$ cat src/rtl/mem_arb_pkg.sv
// mem_arb_pkg: shared types and constants for the memory port arbiter.
package mem_arb_pkg;
    typedef enum logic [1:0] {RSP_NONE, RSP_IF, RSP_D} rsp_sel_t;
    localparam logic [2:0] FUNCT3_WORD = 3'b010;
endpackage

$ cat src/rtl/mem_arb_perf_cnt.sv
// mem_arb_perf_cnt: 32-bit wrapping event counter with enable.
module mem_arb_perf_cnt (
    input  logic        clk,
    input  logic        rst_n,
    input  logic        en,
    output logic [31:0] count
);
    always_ff @(posedge clk or negedge rst_n) begin
        if (!rst_n)
            count <= '0;
        else if (en)
            count <= count + 1'b1;
    end
endmodule

$ cat src/rtl/mem_arbiter.sv
// mem_arbiter: shares one memory port between fetch and load/store, data first with bounded fetch starvation.
// Stall counters on perf_* exist only when MEM_ARBITER_PERF_EN is defined; otherwise they read 0.
module mem_arbiter
    import mem_arb_pkg::*;
#(
    parameter int MAX_DATA_STREAK = 4,
    parameter int STREAK_W        = 3
) (
    input  logic        clk,
    input  logic        rst_n,
    input  logic        if_req,
    input  logic [31:0] if_addr,
    output logic        if_gnt,
    output logic        if_rvalid,
    output logic [31:0] if_rdata,
    input  logic        d_req,
    input  logic        d_we,
    input  logic [2:0]  d_funct3,
    input  logic [31:0] d_addr,
    input  logic [31:0] d_wdata,
    output logic        d_gnt,
    output logic        d_rvalid,
    output logic [31:0] d_rdata,
    output logic        mem_write_mem,
    output logic [2:0]  mem_funct3,
    output logic [31:0] mem_write_address,
    output logic [31:0] mem_write_data,
    output logic [31:0] mem_read_address,
    input  logic [31:0] mem_read_data,
    output logic [31:0] perf_if_stall,
    output logic [31:0] perf_d_stall
);
    logic [STREAK_W-1:0] streak;
    rsp_sel_t            rsp_sel;
    logic [31:0]         raddr_q;
    logic                force_if;
    logic                conc;
    logic                d_load;

    assign force_if = if_req && streak == STREAK_W'(MAX_DATA_STREAK);
    // A word store to a different word can share the cycle with a fetch: write and read ports are independent.
    assign conc   = d_req && d_we && d_funct3 == FUNCT3_WORD && if_req && d_addr[31:2] != if_addr[31:2];
    assign d_gnt  = rst_n && d_req && (!force_if || conc);
    assign if_gnt = rst_n && if_req && (!d_req || force_if || conc);
    assign d_load = d_gnt && !d_we;

    assign mem_write_mem     = d_gnt && d_we;
    assign mem_funct3        = d_gnt ? d_funct3 : FUNCT3_WORD;
    assign mem_write_address = d_addr;
    assign mem_write_data    = d_wdata;
    assign mem_read_address  = if_gnt ? if_addr : d_load ? d_addr : raddr_q;

    assign if_rvalid = rsp_sel == RSP_IF;
    assign d_rvalid  = rsp_sel == RSP_D;
    assign if_rdata  = if_rvalid ? mem_read_data : '0;
    assign d_rdata   = d_rvalid ? mem_read_data : '0;

    always_ff @(posedge clk or negedge rst_n) begin
        if (!rst_n) begin
            rsp_sel <= RSP_NONE;
            streak  <= '0;
            raddr_q <= '0;
        end else begin
            rsp_sel <= if_gnt ? RSP_IF : d_load ? RSP_D : RSP_NONE;
            raddr_q <= mem_read_address;
            streak  <= (!if_req || if_gnt) ? '0 :
                       (d_gnt && streak != STREAK_W'(MAX_DATA_STREAK)) ? streak + 1'b1 : streak;
        end
    end

`ifdef MEM_ARBITER_PERF_EN
    mem_arb_perf_cnt u_if_stall (
        .clk   (clk),
        .rst_n (rst_n),
        .en    (if_req && !if_gnt),
        .count (perf_if_stall)
    );
    mem_arb_perf_cnt u_d_stall (
        .clk   (clk),
        .rst_n (rst_n),
        .en    (d_req && !d_gnt),
        .count (perf_d_stall)
    );
`else
    assign perf_if_stall = '0;
    assign perf_d_stall  = '0;
`endif
endmodule

$ cat config.mk
export PLATFORM = sky130hd
export DESIGN_NAME = mem_arbiter
export DESIGN_NICKNAME = d
export VERILOG_FILES = /design/src/rtl/mem_arb_pkg.sv /design/src/rtl/mem_arb_perf_cnt.sv /design/src/rtl/mem_arbiter.sv
export SDC_FILE = /design/constraint.sdc
export NUM_CORES = 1
export LEC_CHECK = 0
export ABC_AREA = 1
export BUFFER_PORTS_ARGS = -buffer_cell sky130_fd_sc_hd__buf_2
export CORE_AREA = 5 5 140 142
export DETAILED_ROUTE_END_ITERATION = 8
export DIE_AREA = 0 0 145 147
export PLACE_DENSITY_LB_ADDON = 0.08
export SLEW_MARGIN = 20
export SYNTH_ARGS = -nofsm -noshare
export SYNTH_HDL_FRONTEND = slang
export SYNTH_SLANG_ARGS = --single-unit
$ cat constraint.sdc
create_clock -name clk -period 1.86 [get_ports clk]
set_input_delay 0.186 -clock clk [delete_from_list [all_inputs] [get_ports clk]]
set_output_delay 0.186 -clock clk [all_outputs]
set_load 0.005 [all_outputs]
# --- Word-level counts from Yosys, hierarchy flattened ---
# Cells that the tools add are included.
classes:
  eq_ne: 6
  n_mux: 9
  add_sub_neg: 1
  reduce_logical: 21
ops:
  columns: ["cell", "count"]
  rows:
  - ["$mux W32", 4]
  - ["$ne A30 B30 Y1", 1]
  - ["$logic_and A1 B1 Y1", 12]
  - ["$mux W3", 3]
  - ["$logic_not A1 Y1", 4]
  - ["$logic_or A1 B1 Y1", 4]
  - ["$mux W2", 2]
  - ["$add A3 B1 Y3 const B", 1]
  - ["$eq A3 B2 Y1 const B", 1]
  - ["$eq A3 B3 Y1 const B", 1]
  - ["$ne A3 B3 Y1 const B", 1]
  - ["$eq A2 B1 Y1 const B", 1]
  - ["$eq A2 B2 Y1 const B", 1]
  - ["$reduce_bool A2 Y1", 1]
word_totals:
  wordCells: 40
  reg_bits: 37

# --- Depth between registers and ports, before layout ---
logic_depth:
  ltp_word: 9
  ltp_mapped: 15

# --- Worst setup path before layout ---
# OpenSTA, ideal clock, no wires.
synth_path:
  path_kind: "register -> output"
  from: "reg streak[0]"
  to: "out mem_read_address[22]"
  path_stages_with_launch: 12
  slack_ns: 0.374
  arrival_time_ns: 1.300
  cell_sequence: "dfrtp_1 -> inv_1 -> ha_1 -> nand3_1 -> nand2_1 -> inv_1 -> nand2_1 -> nand2_2 -> inv_2 -> buf_6 -> nand2_1 -> nand2_1"
synth_via:
  elab_cells_between_ends: 11
synth_rtl:
  columns: ["element", "line_no", "text"]
  rows:
  - ["from (decl)", "mem_arbiter.sv:33", "logic [STREAK_W-1:0] streak;"]
  - ["from (signal assigned)", "mem_arbiter.sv:66", "streak <= (!if_req || if_gnt) ? '0 :"]
  - ["$eq A3 B3 Y1", "mem_arbiter.sv:40", "assign force_if = if_req && streak == STREAK_W'(MAX_DATA_STREAK);"]
  - ["$logic_and A1 B1 Y1", "mem_arbiter.sv:40", null]
  - ["$logic_or A1 B1 Y1 (2 in series)", "mem_arbiter.sv:44", "assign if_gnt = rst_n && if_req && (!d_req || force_if || conc);"]
  - ["$logic_and A1 B1 Y1", "mem_arbiter.sv:44", null]
  - ["via if_gnt", "mem_arbiter.sv:13", "output logic if_gnt,"]
  - ["$mux W32", "mem_arbiter.sv:51", "assign mem_read_address = if_gnt ? if_addr : d_load ? d_addr : raddr_q;"]
  - ["to (decl)", "mem_arbiter.sv:28", "output logic [31:0] mem_read_address,"]
# The timed path passes the listed nets, and every way through them passes these cells.

# --- Worst setup path in the final report ---
layout_path:
  from: "reg streak[1]"
  to: "out mem_read_address[29]"
layout_via:
  elab_chain_len: 8
  elab_cells_between_ends: 11
layout_lines:
  columns: ["element", "line_no", "text"]
  rows:
  - ["$eq A3 B3 Y1 (*)", "mem_arbiter.sv:40", null]
  - ["$logic_and A1 B1 Y1 (*)", "mem_arbiter.sv:40", null]
  - ["$logic_not A1 Y1", "mem_arbiter.sv:43", "assign d_gnt = rst_n && d_req && (!force_if || conc);"]
  - ["$logic_or A1 B1 Y1", "mem_arbiter.sv:43", null]
  - ["$logic_and A1 B1 Y1", "mem_arbiter.sv:43", null]
  - ["$logic_and A1 B1 Y1", "mem_arbiter.sv:45", "assign d_load = d_gnt && !d_we;"]
  - ["$mux W32", "mem_arbiter.sv:51", null]
  - ["$mux W32 (*)", "mem_arbiter.sv:51", null]
# Mark *: on every way between the ends. The rest lies on a longest branch, timed or not.

==> flow_summary.yaml <==
clock_tree:
  cts_tree: "yes"
  cts.path.max_buffers: 2
  cts.clk_slew.worst_paths_ns: 0.06
  htreeDepth: 2
  cts_sinks: 37
  root_buffer: "clkbuf_16"
  numCtsBuffers: 5
  clock_latency_ns: 0.30
die:
  boundaryPins: 368
  die_h_um: 147
  core_mm2: 0.0183
  start_util_pct: 21.8
  die_x_um: 145
  die_area_mm2: 0.0213
  rows: 50
synth:
  syn_area_mm2: 0.00400
  yosysWarnings: 0
  ys.flop_type: "dfrtp_1"
  yosysSeqAreaShare_pct: 23.2
  synth_seq_cells: 37
  yosysTopAreaCell: "buf_4"
  syn_avg_cell_area_um2: 6.34
  ys_types: 22
  syn-instance-count: 631
  yosysTopAreaCellShare_pct: 24.6
  ys_top_cells_by_area: "buf_4 (25%), dfrtp_1 (23%), nand2_1 (13%)"
  async_reset_ff_share_pct: 100
  synth-edff-count: 0
finish:
  drive_gt1_share_pct: 49.9
  layout_commonest_cell: "buf_2"
  final_cells: 1147
  regArea_um2: 926
  final_cell_mix: "buf_2 (223), nand2_1 (109), inv_1 (108), buf_4 (108), nor2_1 (73)"
  syn_to_final_growth_pct: 58.8
  multi_input_area_mm2: 0.00209
  fill_cells: 2063
  fin_nets: 1050
  num_antenna_cells: 0
detailed_routing:
  drt-vias-per-instance: 3.94
  vias: 4515
  drc: 0
  drt_first_iter_violations: 98
  antenna_left: 0
  routed_wl_um: 16500
  avgRoutedWirePerCell_um: 14.4
  drt_first_pass_iters: 4
global_routing:
  use_met3_pct: 5.92
  antenna_found_initial: 1
  gr-total-overflow: 0
  grt_pass1_wl_um: 24200
  grt_max_degree: 34
  grt_usage_pct: 14.1
  grtUsageMet2_pct: 27.0
  grtUsageMet1_pct: 14.2
  busiest_layer: "met2"
  grt_pass1_vias: 4563
place:
  gp_congestion: 0.777
  io_buffers: 239
  hpwl_um: 12800
  dp.cells: 1104
sta:
  hold_violations: 0
  period_minus_slack_ns: 2.00
  rsz0062_at_grt: "true"
  drv_slew: 0
  setup_slack_ns: -0.141
  fmax_ghz: 0.500
  finClkSkew_ns: 0.00960
  min_period_over_period_pct: 108
  hold_slack_ns: 0.119
  finalSetupViolCount: 32
run_status:
  status: "finished, violations left"
  violations: "setup timing"
power:
  p_per_area_mw_per_mm2: 536
  p_leak_nw: 4.00
  finalPower_mw: 3.41
  irDropWorstVdd_v: 0.000338
setup_path:
  path_class: "flip-flop to output pin"
  cp.arrival_ns: 1.82
  end_kind: "output pin"
  startpoint_type: "flip-flop"
  cp.required_ns: 1.67
  cp_max_fo: 9
job:
  drv_cap: 0
hold_path:
  hp-class: "input pin to flip-flop"
[where the power goes]
part	total, mW	internal, mW	switching (mW)
clock network	0.917	0.534	0.383
logic	1.52	0.796	0.726
registers	0.967	0.933	0.0344
total	3.41	2.26	1.14
[synthesized netlist by cell type, types with 2 or more instances]
cell,n
nand2_1,139
buf_4,131
inv_1,115
nor2_1,79
dfrtp_1,37
nand4_1,35
nand3_1,34
xnor2_1,21
clkbuf_1,12
buf_6,6
xor2_1,4
buf_2,3
nand2_2,3
clkinv_1,2
ha_1,2
o21ai_0,2
[sequential cells by signal, indices dropped and copies added, names as in the netlist]
name / count
rsp_sel: 2
streak: 3
raddr_q: 32
[timing repair]
| item | CTS | global route |
|---|---|---|
| buffers inserted | 21 | 12 |
| pin swaps | 7 | 26 |
| hold buffers | 1 | 0 |
| gates resized for setup | 33 | 84 |
| endpoints found under the setup margin | 38 | 44 |
| endpoints found under the hold margin | 34 | 0 |
| cloned | 2 | 3 |
[per-layer routing]
layer,up-vias,wire length [um],part of all wire [%]
met1,2031,5970,36
met5,-,13,0.079
li1,2251,-,-
met2,218,8910,54
met3,13,1510,9.2
met4,2,127,0.77
[stage by stage]
| step | utilization (%) | cell area (um^2) | setup WS, ns | setup TNS, ns |
|---|---|---|---|---|
| after CTS | 31.9 | 5860 | -0.161 | -4.83 |
| after floorplan | - | 4230 | 0.374 | 0 |
| final | 34.6 | 6350 | -0.141 | -3.67 |
| after detailed placement | 29.3 | 5370 | -0.329 | -15.65 |
| after global routing | 34.6 | 6350 | -0.246 | -6.49 |
| after global placement | 29.3 | 5370 | -0.356 | -16.94 |
[worst max-delay path, cell delays in order (launching register included)]
cell and delay (ns):
dfrtp_1 0.39, inv_2 0.08, ha_4 0.14, nand3_4 0.07, nand2_2 0.08, inv_2 0.05
nand2_4 0.06, nand2_4 0.08, buf_12 0.14, buf_12 0.14, nand3_1 0.08, nand2_1 0.07
buf_2 0.13
[cells by family (layout without fill, tap and decap cells)]
family / count (synthesis) / after routing / synth area share (%)
other: 1 / 64 / 0.0938
AND/OR/NAND/NOR: 293 / 293 / 31.4
XOR/XNOR: 25 / 25 / 5.48
AO/OA/AOI/OAI: 3 / 3 / 0.375
flip-flops: 37 / 37 / 23.2
adder cells (fa/ha/maj): 2 / 2 / 0.626
buffers and inverters: 270 / 489 / 38.9
[cell type report]
class                   instances  area share, %
well taps                     234           4.61
clock inverters                 2          0.217
clock buffers                   6           2.19
repair buffers                363           38.4
flip-flops and latches         37           14.6
inverters                     118           7.05
multi-input cells             387           32.9
[path summary, 6_finish.rpt]
kind	start	end	slack (ns)	depth (start not counted)
min	if_addr[1]	raddr_q[1]$_DFF_PN0_	0.12	3
max in group asynchronous	rst_n	raddr_q[3]$_DFF_PN0_	1.01	3
max reg2reg	streak[1]$_DFFE_PN0P_	raddr_q[18]$_DFF_PN0_	0.04	14
min in group asynchronous	rst_n	rsp_sel[1]$_DFF_PN0_	0.45	3
max	streak[1]$_DFFE_PN0P_	mem_read_address[29]	-0.14	12
min reg2reg	raddr_q[14]$_DFF_PN0_	raddr_q[14]$_DFF_PN0_	0.59	4
(Power assumes the default switching activity.)
